<file path="config.mk">
export PLATFORM = sky130hd
export DESIGN_NAME = mux_select_sequencer_flat
export DESIGN_NICKNAME = d
export VERILOG_FILES = /design/src/rtl/mux_seq_pkg.sv /design/src/rtl/mux_select_sequencer_if.sv /design/src/rtl/mux_next_channel.sv /design/src/rtl/mux_select_sequencer.sv /design/src/flat_wrapper.sv
export SDC_FILE = /design/constraint.sdc
export NUM_CORES = 1
export LEC_CHECK = 0
export ABC_AREA = 1
export BUFFER_PORTS_ARGS = -buffer_cell sky130_fd_sc_hd__buf_4
export CORE_UTILIZATION = 35
export DETAILED_ROUTE_END_ITERATION = 6
export PLACE_DENSITY_LB_ADDON = 0.1
export RECOVER_POWER = 100
export SLEW_MARGIN = 20
export SYNTH_ARGS = -nofsm -noshare
export SYNTH_HDL_FRONTEND = slang
export SYNTH_SLANG_ARGS = --single-unit
</file>
<file path="constraint.sdc">
create_clock -name clk -period 1.9 [get_ports clk]
set_input_delay 0.285 -clock clk [delete_from_list [all_inputs] [get_ports clk]]
set_output_delay 0.285 -clock clk [all_outputs]
set_load 0.005 [all_outputs]
</file>
<file path="src/rtl/mux_seq_pkg.sv">
// Shared constants for the mux select sequencer.
// Mode encodings, channel count and channel indices.
package mux_seq_pkg;
   localparam logic MODE_MANUAL = 1'b0;
   localparam logic MODE_AUTO   = 1'b1;
   localparam int   N_CH        = 4;
   localparam logic [1:0] CH_A  = 2'd0;
   localparam logic [1:0] CH_B  = 2'd1;
   localparam logic [1:0] CH_C  = 2'd2;
   localparam logic [1:0] CH_D  = 2'd3;
endpackage

</file>
<file path="src/rtl/mux_select_sequencer_if.sv">
// Control and select bundle between the sequencer and its driver.
// The master drives the controls; the slave returns select and enable.
interface mux_select_sequencer_if #(
   parameter int CNT_W = 27
);
   logic             Mode;
   logic             Step;
   logic             Hold;
   logic [3:0]       Mask;
   logic [CNT_W-1:0] Dwell;
   logic [1:0]       Sel;
   logic             Enable;
   logic             Advance;

   modport master (
      output Mode, Step, Hold, Mask, Dwell,
      input  Sel, Enable, Advance
   );

   modport slave (
      input  Mode, Step, Hold, Mask, Dwell,
      output Sel, Enable, Advance
   );
endinterface

</file>
<file path="src/rtl/mux_next_channel.sv">
// Rotate-priority search for the next enabled channel after cur.
// Falls back to cur itself when the mask is empty.
module mux_next_channel (
   input  logic [1:0] cur,
   input  logic [3:0] mask,
   output logic [1:0] nxt,
   output logic       found
);
   logic [1:0] idx;

   // Walk from farthest to nearest so the nearest set bit wins.
   always_comb begin
      nxt = cur;
      idx = cur;
      for (int i = 4; i >= 1; i--) begin
         idx = cur + 2'(i);
         if (mask[idx]) nxt = idx;
      end
   end

   assign found = |mask;
endmodule

</file>
<file path="src/rtl/mux_select_sequencer.sv">
// Sel/Enable sequencer for a 4:1 mux with manual step and auto-scan.
// Holds the dwell counter, Step edge detect and output registers.
module mux_select_sequencer
   import mux_seq_pkg::*;
#(
   parameter int CNT_W = 27,
   parameter int N_CH  = 4
) (
   input  logic clk,
   input  logic rst_n,
   mux_select_sequencer_if.slave bus
);
   if (N_CH != 4) begin : g_bad_nch
      $error("N_CH must be 4 to match the 2-bit Sel");
   end

   logic             step_d;
   logic             mode_d;
   logic [CNT_W-1:0] cnt;
   logic [1:0]       nxt;
   logic [1:0]       sel_next;
   logic             found;
   logic             step_rise;
   logic             mode_chg;
   logic             adv;
   logic             cnt_clr;

   mux_next_channel u_next (
      .cur   (bus.Sel),
      .mask  (bus.Mask),
      .nxt   (nxt),
      .found (found)
   );

   assign step_rise = bus.Step & ~step_d;
   assign mode_chg  = bus.Mode != mode_d;

   // A dropped current channel forces a reselect ahead of Step/Hold.
   always_comb begin
      adv = 1'b0;
      priority case (1'b1)
         !found:                   adv = 1'b0;
         !bus.Mask[bus.Sel]:       adv = 1'b1;
         bus.Mode == MODE_MANUAL:  adv = step_rise;
         default:
            adv = ~bus.Hold & (cnt >= bus.Dwell);
      endcase
   end

   assign cnt_clr  = adv | mode_chg | !found
                   | (bus.Mode == MODE_MANUAL);
   assign sel_next = adv ? nxt : bus.Sel;

   always_ff @(posedge clk or negedge rst_n) begin
      if (!rst_n) begin
         step_d      <= 1'b0;
         mode_d      <= MODE_MANUAL;
         cnt         <= '0;
         bus.Sel     <= CH_A;
         bus.Enable  <= 1'b0;
         bus.Advance <= 1'b0;
      end else begin
         step_d <= bus.Step;
         mode_d <= bus.Mode;
         if (cnt_clr)
            cnt <= '0;
         else if (!bus.Hold)
            cnt <= cnt + 1'b1;
         bus.Sel     <= sel_next;
         bus.Enable  <= found & bus.Mask[sel_next];
         bus.Advance <= adv & (nxt != bus.Sel);
      end
   end
endmodule

</file>
<file path="src/flat_wrapper.sv">
// flat-port wrapper written by rule: the top's interface ports become plain ports
module mux_select_sequencer_flat import mux_seq_pkg::*;
#(
   parameter int CNT_W = 27,
   parameter int N_CH  = 4
)
  (clk, rst_n, bus_Mode, bus_Step, bus_Hold, bus_Mask, bus_Dwell, bus_Sel, bus_Enable, bus_Advance);
  mux_select_sequencer_if #(.CNT_W(CNT_W)) bus_i ();
  input  logic clk;
  input  logic rst_n;
  input wire logic [$bits(bus_i.Mode)-1:0] bus_Mode;
  input wire logic [$bits(bus_i.Step)-1:0] bus_Step;
  input wire logic [$bits(bus_i.Hold)-1:0] bus_Hold;
  input wire logic [$bits(bus_i.Mask)-1:0] bus_Mask;
  input wire logic [$bits(bus_i.Dwell)-1:0] bus_Dwell;
  output wire logic [$bits(bus_i.Sel)-1:0] bus_Sel;
  output wire logic [$bits(bus_i.Enable)-1:0] bus_Enable;
  output wire logic [$bits(bus_i.Advance)-1:0] bus_Advance;
  assign bus_i.Mode = bus_Mode;
  assign bus_i.Step = bus_Step;
  assign bus_i.Hold = bus_Hold;
  assign bus_i.Mask = bus_Mask;
  assign bus_i.Dwell = bus_Dwell;
  assign bus_Sel = bus_i.Sel;
  assign bus_Enable = bus_i.Enable;
  assign bus_Advance = bus_i.Advance;
  mux_select_sequencer #(.CNT_W(CNT_W), .N_CH(N_CH)) u_core (.clk(clk), .rst_n(rst_n), .bus(bus_i));
endmodule
</file>
==> results.md <==
* Crit. End Element: flip-flop
* Initial Utilization at 37.0%
* # fillers at 830
* Area grow syn2layout at 45.1%
* Routed Antenna Nets at 0
* Cell repeated most along the worst path: a21oi_4
* Final period util at 110%
* Status: finished, violations left
* Register Area at 826 um^2
* WP buf/inv at 2
* R2r worst-path depth at 11
* Count of final hold-check violations at 0
* Slew Limit Headroom at 43.9%
* TritonCTS clock tree: yes
* Io pins at 40
* Combinational Power Share at 53.8%
* Synthesis-stage register bit count at 33
* Worst Hold Path Cells at 1
* CTS H-tree depth at 2
* Clk pwr share at 18.4%
* Worst slew pin tran at 0.842 ns
* Crit-path max FO at 6
* Flop2flop setup slack at -0.19 ns
* DRT Pass-1 Iters at 4
* Worst EP required at 2.12 ns
* Multi-input gate area at 2260 um^2
* Worst Hold End: u_core.step_d$_DFF_PN0_
* Yosys cell types at 26
* Post-Syn Area at 3100 um^2
* Top delay family on crit path: compound AO/OA/AOI/OAI gates
* Net Switching at 1.08 mW
* Routability Congestion at 0.945
* Pleak at 2.39 nW
* Clock transition at path regs at 0.07 ns
* RR Endpoint: u_core.cnt[4]$_DFFE_PN0P_
* Latest clock arrival within the worst-skew pair at 0.28 ns
* Slowest Stage Delay on Critical Path at 0.41 ns
* Number of global-route vias before repair at 3115
* Seq/Total Area, Yosys at 26.6%
* Worst-path cell chain: ha_4, a21o_1, nor2_1, nand2_2, a21oi_4, nand3_4, a21oi_4, buf_12, clkbuf_16, nand4_1, nand2_1
* Tmin final at 2.09 ns
* Syn nets at 522
* N_diodes at 0
* Initial antenna violation count at 0
* Die X at 96.2 um
* Sw Ratio at 38.1%
* # DRC at 0
* Final setup TNS at -4.41 ns
* Num CTS Buffers at 5
* Cells after synthesis at 458
* Core footprint at 8380 um^2
* Drt first-iter violations at 137
* Crit Reg-Reg Startpoint: u_core.cnt[26]$_DFFE_PN0P_
* Hold path start: bus_Step
* Fin. max-slew vios at 0
* Max-capacitance violation count at 0
* Port Buffer Count at 39
* Max IR drop VDD at 0.626 mV
* Routed via count at 3256
* Via-per-instance ratio at 4.90
* Synth warn at 0
* Die ar. at 9250 um^2
* Remaining Overflow, GRT at 0
* WL/cell at 13.5 um
* Pwr dens at 631 nW/um^2
* Mapped Avg Cell Area at 6.78 um^2
* Post-layout net count at 622
* CP startpoint kind: flip-flop
* Total GRT Usage at 19.5%
* Int Power at 1.76 mW
* Root buffer cell: clkbuf_8
* Final setup margin at -0.192 ns
* Share of post-route cells with drive strength above 1 at 30.8%
* Pre-CTS setup slack at -0.300 ns
* Failing checks: negative setup slack
* First-pass GRT wire length at 14.0 mm
* Crit-path slowest cell: dfrtp_1
* Pin count of the biggest net entering global routing at 52
* Hold WC Path Type: input port to flip-flop
* CP Class: flip-flop to flip-flop
* Unrepaired setup endpoints after global routing: true
* Detail Placement HPWL at 6.24 mm
* Final core area utilization at 53.8%
* Sequential share of power at 27.8%
* Clk buf depth at 2
* Final wirelength at 8.94 mm
* TritonCTS Sinks at 33
* Worst Skew at 0.00768 ns
* Site row count at 33
* Setup-failing EPs final at 29
* Die Span Y at 96.2 um
* Fmax at 478 MHz
* WP data arrival at 2.31 ns
[cells in the mapped netlist (all sizes together)]
master	n	area, um^2
nand2	119	447
inv	79	297
nand4	63	394
nor2	39	146
dfrtp	33	826
ha	28	350
xor2	17	149
nor3	14	75.1
a21oi	12	71.3
buf	12	91.3
nand3	12	60.1
xnor2	9	78.8
o21ai	8	43.8
clkbuf	4	15.0
a21o	3	22.5
a31oi	1	6.26
and2	1	6.26
clkinv	1	3.75
nor4	1	6.26
o211ai	1	7.51
o21a	1	7.51
[per-layer routing]
| metal | share of wire [%] | GRT usage [%] |
|---|---|---|
| met1 | 49 | 25.7 |
| met2 | 48 | 34.3 |
| met3 | 2.4 | 2.45 |
| met4 | 0.75 | 3.73 |
| met5 | 0 | 0 |
[metrics by stage]
stage / instance area (um^2) / hold WS, ns / power [mW] / std cells
after floorplan: 3100 / -0.0106 / 1.56 / 458
after global placement: 3830 / 0.266 / 1.84 / 637
after detailed placement: 3830 / 0.265 / 1.86 / 637
after CTS: 4190 / 0.107 / 2.62 / 652
after global routing: 4510 / 0.128 / 3.04 / 664
final: 4510 / 0.136 / 2.84 / 664
[worst register-to-register path, cell delays in order (launching register included)]
cell and delay [ns]:
dfrtp_1 0.41, ha_4 0.23, a21o_1 0.18, nor2_1 0.14, nand2_2 0.10, a21oi_4 0.18, nand3_4 0.11, a21oi_4 0.20
buf_12 0.17, clkbuf_16 0.14, nand4_1 0.07, nand2_1 0.10
[state kept, by name (all words and copies together), names as in the netlist]
register / cells
u_core.bus.Advance: 1
u_core.mode_d: 1
u_core.bus.Sel: 2
u_core.step_d: 1
u_core.bus.Enable: 1
u_core.cnt: 27
[repair_timing]
action                                  4_1_cts  5_1_grt
resized for setup                            25       38
hold endpoints to repair                     33        0
pin swaps                                    11       32
hold buffers                                  1        0
buffers inserted                              5        9
gates cloned                                  1        4
endpoints found under the setup margin       30       30
[layout make-up]
type | instances | area share (%)
Timing Repair Buffer | 109 | 20.2
Multi-Input combinational cell | 329 | 50.1
Clock buffer | 6 | 1.61
Inverter | 80 | 6.66
Clock inverter | 2 | 0.222
Sequential cell | 33 | 18.3
Tap cell | 105 | 2.92
[cell families after synthesis]
| logic type | after synthesis | share of synthesized area (%) |
|---|---|---|
| xor+xnor | 26 | 7.34 |
| buf+inv | 96 | 13.1 |
| compound gates | 26 | 5.12 |
| simple gates | 249 | 36.6 |
| flops | 33 | 26.6 |
| fa+ha+maj | 28 | 11.3 |
[cell usage in the layout, fill, tap and decap left out, drive strengths merged]
| cell | synthesis | layout |
|---|---|---|
| a21o | 3 | 3 |
| a21oi | 12 | 12 |
| a31oi | 1 | 1 |
| and2 | 1 | 1 |
| buf | 12 | 97 |
| clkbuf | 4 | 17 |
| clkinv | 1 | 3 |
| dfrtp | 33 | 33 |
| dlygate4sd3 | 0 | 1 |
| ha | 28 | 28 |
| inv | 79 | 79 |
| nand2 | 119 | 119 |
| nand3 | 12 | 12 |
| nand4 | 63 | 63 |
| nor2 | 39 | 39 |
| nor3 | 14 | 14 |
| nor4 | 1 | 1 |
| o211ai | 1 | 1 |
| o21a | 1 | 1 |
| o21ai | 8 | 8 |
| xnor2 | 9 | 9 |
| xor2 | 17 | 17 |
[worst max-delay path by stage]
stage                               startpoint                          end  slack [ns]  cells past startpoint
floorplan           u_core.cnt[18]$_DFFE_PN0P_   u_core.cnt[10]$_DFFE_PN0P_        0.02                     10
detailed placement               bus_Dwell[26]   u_core.cnt[25]$_DFFE_PN0P_       -0.30                     12
global placement                 bus_Dwell[26]  u_core.bus.Sel[0]$_DFF_PN0_       -0.25                     13
finish              u_core.cnt[26]$_DFFE_PN0P_    u_core.cnt[4]$_DFFE_PN0P_       -0.19                     11
CTS                 u_core.cnt[12]$_DFFE_PN0P_    u_core.cnt[2]$_DFFE_PN0P_       -0.18                     14
global route        u_core.cnt[18]$_DFFE_PN0P_    u_core.cnt[3]$_DFFE_PN0P_       -0.26                     12
[power groups by stage]
stage / clock (mW) / sequential (mW) / combinational [mW]
after floorplan: 0 / 0.803 / 0.756
after global placement: 0 / 0.800 / 1.04
after detailed placement: 0 / 0.799 / 1.06
after CTS: 0.541 / 0.785 / 1.30
after global routing: 0.574 / 0.795 / 1.67
final: 0.524 / 0.790 / 1.53
Power figures use the tool's default switching activity.
